<file path="config.mk">
export PLATFORM = sky130hd
export DESIGN_NAME = fifo_r_stream
export DESIGN_NICKNAME = d
export VERILOG_FILES = /design/src/rtl/async_fifo_pkg.sv /design/src/rtl/fifo_r_stream.sv
export SDC_FILE = /design/constraint.sdc
export NUM_CORES = 1
export LEC_CHECK = 0
export ABC_AREA = 1
export CAP_MARGIN = 20
export CORE_UTILIZATION = 25
export CTS_CLUSTER_SIZE = 8
export DETAILED_ROUTE_END_ITERATION = 7
export PLACE_DENSITY = 0.43
export SETUP_SLACK_MARGIN = 0.3
export SYNTH_ARGS = -nofsm -noshare
export SYNTH_HDL_FRONTEND = slang
export SYNTH_SLANG_ARGS = --single-unit
</file>
<file path="constraint.sdc">
create_clock -name clk_i -period 1.95 [get_ports clk_i]
set_input_delay 0.585 -clock clk_i [delete_from_list [all_inputs] [get_ports clk_i]]
set_output_delay 0.585 -clock clk_i [all_outputs]
set_load 0.03 [all_outputs]
</file>
<file path="src/rtl/async_fifo_pkg.sv">
// Shared types for the async FIFO and its read-side stream adapter.
package async_fifo_pkg;

    // Default payload carried through the FIFO and the output stream.
    typedef logic [7:0] data_t;

    // Occupancy of the 2-entry read-side output buffer (0..2).
    typedef logic [1:0] cnt_t;

    localparam cnt_t BUF_DEPTH = 2'd2;

endpackage : async_fifo_pkg

</file>
<file path="src/rtl/fifo_r_stream.sv">
// Read-side consumer of the async FIFO: turns the pop interface into a
// registered valid/ready stream through a 2-entry skid buffer. The pop
// strobe depends only on buffer state and the FIFO empty flag, so the
// downstream ready never reaches the FIFO combinationally.
module fifo_r_stream #(
    parameter type data_t = async_fifo_pkg::data_t
) (
    input  logic  clk_i,
    input  logic  rst_ni,
    input  logic  flush_i,
    input  data_t r_data_i,
    input  logic  r_empty_i,
    output logic  r_en_o,
    output data_t data_o,
    output logic  valid_o,
    input  logic  ready_i,
    output logic  [1:0] count_o
);

    import async_fifo_pkg::*;

    data_t slot_q [2];
    logic  hd_q;
    logic  tl_q;
    cnt_t  count_q;
    cnt_t  count_d;
    logic  pop;
    logic  out;

    // Pop/accept handshakes; reset and flush both suppress the pop so no
    // FIFO word is consumed while the buffer is being cleared.
    always_comb begin
        pop = rst_ni && !flush_i && !r_empty_i && (count_q != BUF_DEPTH);
        out = valid_o && ready_i;
    end

    // Occupancy update: a simultaneous pop and accept leave the count unchanged.
    always_comb begin
        count_d = count_q;
        case ({pop, out})
            2'b10:   count_d = count_q + 2'd1;
            2'b01:   count_d = count_q - 2'd1;
            default: count_d = count_q;
        endcase
    end

    // Control state: pointers and count; reset and flush return to empty.
    always_ff @(posedge clk_i) begin
        if (!rst_ni || flush_i) begin
            count_q <= '0;
            hd_q    <= 1'b0;
            tl_q    <= 1'b0;
        end else begin
            count_q <= count_d;
            if (pop) tl_q <= ~tl_q;
            if (out) hd_q <= ~hd_q;
        end
    end

    // Payload storage: written on pop, never reset (only valid slots are read).
    always_ff @(posedge clk_i) begin
        if (pop) slot_q[tl_q] <= r_data_i;
    end

    // Stream outputs are decoded straight from registered state.
    always_comb begin
        r_en_o  = pop;
        valid_o = (count_q != '0);
        data_o  = slot_q[hd_q];
        count_o = count_q;
    end

`ifndef SYNTHESIS
    a_count_max : assert property (@(posedge clk_i) disable iff (!rst_ni)
        count_q <= BUF_DEPTH);

    a_no_pop_empty : assert property (@(posedge clk_i) disable iff (!rst_ni)
        !(r_en_o && r_empty_i));

    a_stall_stable : assert property (@(posedge clk_i) disable iff (!rst_ni)
        (valid_o && !ready_i && !flush_i) |=> (valid_o && $stable(data_o)));
`endif

endmodule : fifo_r_stream

</file>
==> flow_metrics.py <==
metrics = {
    "logic_synthesis": {
        "synthCells": 68,
        "ys_seq_area_share_pct": 66.7,
        "synth_area_um2": 871,
        "yosysWarnings": 0,
        "async_flop_share_pct": 0,
        "syn-num-nets": 82,
        "ys_types": 18,
        "ys.flop_type": "edfxtp_1",
        "syn_avg_cell_area_um2": 12.8,
        "yosys.area.top_type_share_pct": 55.2,
        "yosysMostFrequentCell": "edfxtp_1",
        "synth_top_area_cell": "edfxtp_1",
        "ys_ff_latch": 21,
        "yosys-top-cells-area": "edfxtp_1 (55%), dfxtp_1 (11%), mux2_2 (10%), nor2_1 (3.9%), inv_1 (3.4%)",
        "synth_edf_count": 16,
        "synthTopCellsByCount": "edfxtp_1 (16), nor2_1 (9), inv_1 (8), mux2_2 (8), nand2_1 (6)",
    },
    "setup_path": {
        "cp.arrival_ns": 1.23,
        "crit_family": "flip-flops",
        "cp_num_buf_inv": 2,
        "required_ns": 1.36,
        "reg2reg_from": "count_o[0]",
        "crit_chain": "buf_12 -> mux2_4 -> buf_6",
        "crit_fanout": 8,
        "max_stage_delay_ns": 0.36,
        "criticalPathCategory": "reg2out",
        "start_kind": "register",
        "cp-end-kind": "output pin",
        "cpMaxStageDelayCell": "dfxtp_2",
    },
    "floorplanning": {
        "core_mm2": 0.00334,
        "ios": 25,
        "die_area_mm2": 0.00372,
        "initial_core_util_pct": 26.1,
        "die_w_um": 61.0,
        "row_count": 21,
        "die_y_um": 61.0,
    },
    "outcome": {
        "status": "finished, final reports clean",
    },
    "global_route": {
        "grt_use_total_pct": 8.24,
        "gr-total-overflow": 0,
        "grt_first_pass_wirelength_um": 2100,
        "grt_max_degree": 12,
        "antenna_found_initial": 0,
        "grt_pass1_vias": 474,
    },
    "timing": {
        "finClkSkew_ns": 0.00643,
        "fin_crit_ns": 1.82,
        "worst_pin_slew_ns": 0.169,
        "slew_headroom_pct": 88.7,
        "setup_viol": 0,
        "fin_setup_tns_ns": 0,
        "finalHoldViolCount": 0,
        "hold-worst-slack_ns": 0.525,
        "rsz0062_at_grt": "true",
        "timing.final.crit_share_pct": 93.2,
        "max_freq_mhz": 550,
        "worst_slack_ns": 0.132,
        "slew_violations": 0,
    },
    "detailed_routing": {
        "routed_via_density": 3.88,
        "route.vias.total": 570,
        "wl_per_cell_um": 10.1,
        "wirelength_um": 1490,
        "ant_nets": 0,
        "drt_iter0_markers": 26,
        "drt_pass1_iterations": 4,
        "drc": 0,
    },
    "layout": {
        "areaGrowthSynthToFinish_pct": 52.4,
        "drive_above_1_share_pct": 48.5,
        "final_util_pct": 39.8,
        "final_nets": 116,
        "fillers": 341,
        "antenna_cells": 0,
    },
    "min_path": {
        "min-delay-start": "hd_q",
        "holdCritPathClass": "reg2reg",
    },
    "clock_network": {
        "cts_tree": "yes",
        "insertion_delay_ns": 0.30,
        "hold_buffers": 0,
        "path_clk_slew_ns": 0.11,
        "clock-sinks": 21,
        "cts_buffer_depth": 2,
        "cts_buffers": 3,
        "cts_root_buf": "clkbuf_4",
        "htreeDepth": 1,
    },
    "job": {
        "drv_cap": 0,
    },
    "placement": {
        "place_congestion": 0.686,
        "pre_cts_ws_ns": -0.0669,
        "io_buffers": 24,
        "hpwl_um": 1060,
    },
    "power_and_ir_drop": {
        "ir_drop_mv": 0.173,
        "powerDensity_mw_per_mm2": 596,
        "p_leak_nw": 0.515,
    },
}
[power breakdown]
part	switching, mW	total, mW	internal, mW
registers	0.00280	0.488	0.486
logic	0.0456	0.0982	0.0527
clock network	0.125	0.204	0.0796
total	0.173	0.791	0.618
[what timing repair did]
| action | CTS | global route |
|---|---|---|
| endpoints found under the setup margin | 13 | 11 |
| setup buffers | 2 | 0 |
| pin swaps | 3 | 1 |
| resized for setup | 92 | 1 |
[through the flow]
stage | total power [mW] | cell area, µm² | std cells
6_report | 0.791 | 1330 | 147
2_1_floorplan | 0.544 | 887 | 68
3_3_place_gp | 0.593 | 1240 | 141
5_1_grt | 0.829 | 1330 | 147
4_1_cts | 0.804 | 1330 | 147
3_5_place_dp | 0.595 | 1240 | 141
[per-layer routing]
| metal | track usage [%] | up-vias | share of wire [%] |
|---|---|---|---|
| met4 | 4.87 | 0 | 0.87 |
| met1 | 10.0 | 257 | 47 |
| li1 | - | 291 | - |
| met2 | 12.7 | 20 | 46 |
| met3 | 2.73 | 2 | 6.0 |
| met5 | 0 | - | 0 |
[worst reg2reg max path: stages, from the launching register on]
cell and delay [ns]:
dfxtp_4 0.38, inv_4 0.07, nand2_4 0.05, nand2_4 0.08, nor2_8 0.04, buf_4 0.13, inv_2 0.09, ha_4 0.21
inv_2 0.07, nand2_1 0.05, nor2_1 0.08, nor2_1 0.04, nor2_1 0.09
[layout make-up]
class	count	area, µm²	area share (%)
inverter	11	43.8	3.30
sequential	21	589	44.4
clock buffer	4	26.3	1.98
tap	46	57.6	4.34
multi-input combinational	35	294	22.1
timing repair buffer	30	317	23.8
[sequential cells by signal, indices dropped and copies added (netlist names), named ones only]
register  cells
slot_q       16
tl_q          1
hd_q          1
count_o       2
[worst paths after layout]
check | to | cells past startpoint | slack (ns)
max | data_o[2] | 3 | 0.13
min | hd_q | 2 | 0.52
max reg2reg | count_o[1] | 12 | 0.52
min reg2reg | hd_q | 2 | 0.52
[kinds of logic after synthesis]
group	Yosys count	share of synthesized area, %
compound gates	4	2.58
fa+ha+maj	1	1.44
buf+inv	12	5.32
flops	21	66.7
mux	8	10.3
simple gates	22	13.6
[cells in the final DEF, fill, tap and decap left out, types with 2 or more instances in the layout]
master	count
edfxtp_1	16
nor2_1	9
clkdlybuf4s50_1	9
buf_6	9
mux2_4	8
inv_2	5
inv_1	5
nand2_1	5
buf_2	4
clkbuf_4	3
buf_12	3
buf_4	3
nand2_2	2
nand2_4	2
nor2_2	2
dfxtp_4	2
dfxtp_1	2
clkdlybuf4s15_2	2
Power figures use the tool's default switching activity.
==> RTL edit (same flow settings) <==
Register the output `count_o`, without a reset; this adds one clock of latency there. The other outputs are not delayed to match.
--- a/src/rtl/fifo_r_stream.sv
+++ b/src/rtl/fifo_r_stream.sv
@@ -19,4 +19,6 @@
 
     import async_fifo_pkg::*;
+
+    logic  [1:0] count_c;
 
     data_t slot_q [2];
@@ -68,5 +70,5 @@
         valid_o = (count_q != '0);
         data_o  = slot_q[hd_q];
-        count_o = count_q;
+        count_c = count_q;
     end
 
@@ -82,4 +84,8 @@
 `endif
 
+    always_ff @(posedge clk_i) begin
+        count_o <= count_c;
+    end
+
 endmodule : fifo_r_stream
 
Check against the original RTL: not equivalent (a bounded check fails within 4 cycles, from zero or initial values).
==> RTL edit against the unedited design <==
First-iteration DRC count shrank 88%. Largest power group unchanged. Wire length grew 1.5%. Total power grew 6.8%. Sequential cell count grew 2. Setup slack lost 0.013 ns. Area after synthesis grew 4.6%. Final cell count grew 2.7%. Die area grew 4.4%. Clock power grew 5%. Via count grew 4.2%. Core utilization grew 0.29 points. Cell area grew 3.1%.
==> RTL edit: results (changes against the unedited design) <==
outcome=complete, no violations; M3 GR Usage=2.390% (-0.34 points); worst ir drop on vdd=0.1779 mV (+2.9%); Post-synth top cells=16 x edfxtp_1, 9 x nor2_1, 8 x inv_1, 8 x mux2_2, 7 x dfxtp_1; Vias=594 (+4.2%); DR pass1 iterations=2 (-2); post-synth net total=84 (+2.4%); ys async rst share=0% (unchanged); Critical Path AT=1.25 ns (+0.02 ns); proportion of layout cells with a drive suffix above 1=45.71% (-2.8 points); number of fill cells=344 (+0.88%); Slew @ Worst Pin=0.3013 ns (+0.1324 ns); critical path peak fanout=8 (unchanged); initial antenna violation count=0 (unchanged); hpwl dp=1.060 mm (-0.26%); max layer used=met3; skew final=0.009922 ns (+0.003491 ns); ANT cells=0 (unchanged); P_leak=0.5452 nW (+5.9%); Total Routing Usage GR=8.314% (+0.069 points); Post-DP Area=1271 um^2 (+2.1%); Initial DRC Count=3 (-88%); fin nets=120 (+3.4%); drt wl/cell=10.02 um (-1.2%); number of port buffers=24 (unchanged); vias in the first global route=611 (+29%); Seq/Total Area, Yosys=68.13% (+1.5 points); Top delay family on crit path=flip-flops; Synth area leaders=edfxtp_1 53%, dfxtp_1 15%, mux2_2 9.9%; CTS clk-pin slew, worst paths=0.13 ns (+0.02 ns); Biggest register=slot_q; max reg flops=16 (unchanged); grt met1 use=9.977% (-0.050 points); CTS root buffer=clkbuf_4; worst stage delay on the critical path=0.36 ns (about the same); Clock Path Buffers=2 (unchanged); gpl congestion=0.6300 (-8.2%); Met3 Routed Length=77 um (-14%); Post-synth EDFFs=16 (unchanged); Metal-1 WL=688 um (-1.1%); met2 Usage GRT=13.87% (+1.1 points); H-tree Lvls=1 (unchanged); first-pass GRT wire length=2.580 mm (+23%); largest net degree at the start of global routing=14 (+2); met2 WL post-DR=747 um (+8.1%); slowest CP cell=dfxtp_2
-- RTL edit: cell types whose count changed after synthesis, sizes merged --
cell	delta
dfxtp	+2
-- RTL edit: area by class of cell --
type / count / area [um^2] / share of cell area, %
Sequential cell: 23 / 629.4 / 45.98
Timing Repair Buffer: 32 / 329.1 / 24.04
Multi-Input combinational cell: 35 / 281.5 / 20.57
Inverter: 11 / 43.79 / 3.199
Tap cell: 46 / 57.56 / 4.205
Clock inverter: 1 / 5.005 / 0.3656
Clock buffer: 3 / 22.52 / 1.645
-- RTL edit: cell families after synthesis --
logic type               Yosys count  synth area share, %
buffers and inverters             12                5.082
adder cells (fa/ha/maj)            1                1.373
AND/OR/NAND/NOR                   22                13.05
flip-flops                        23                68.13
multiplexers                       8                9.891
AO/OA/AOI/OAI                      4                2.471
-- RTL edit: path summary, 6_finish.rpt --
path                            startpoint         end  slack, ns  depth (start not counted)
worst max-delay path              register   data_o[2]       0.12                          3
worst min-delay path            count_c[1]  count_o[1]       0.42                          0
worst max register to register  count_c[0]  count_c[1]       0.46                         12
worst min register to register  count_c[1]  count_o[1]       0.42                          0
-- RTL edit: timing repair --
item | CTS | global route
resized for setup | 78 | 14
pin swaps | 3 | 1
setup buffers | 4 | 0
endpoints found under the hold margin | 0 | 0
setup endpoints to repair | 13 | 12
-- RTL edit: report_power, final --
part	leakage [nW]	switching [mW]	internal (mW)
Combinational	0.323	0.0456	0.0540
Sequential	0.204	0.00281	0.527
Clock	0.0177	0.139	0.0764
Total	0.545	0.187	0.658
-- RTL edit: per-stage QoR --
step | cells | worst slack, ns | util (%)
CTS | 151 | 0.05270 | 38.86
global route | 151 | 0.06677 | 40.07
finish | 151 | 0.1186 | 40.07
detailed placement | 143 | -0.08893 | 37.22
floorplan | 70 | 0.3076 | -
global placement | 143 | -0.07535 | 37.22
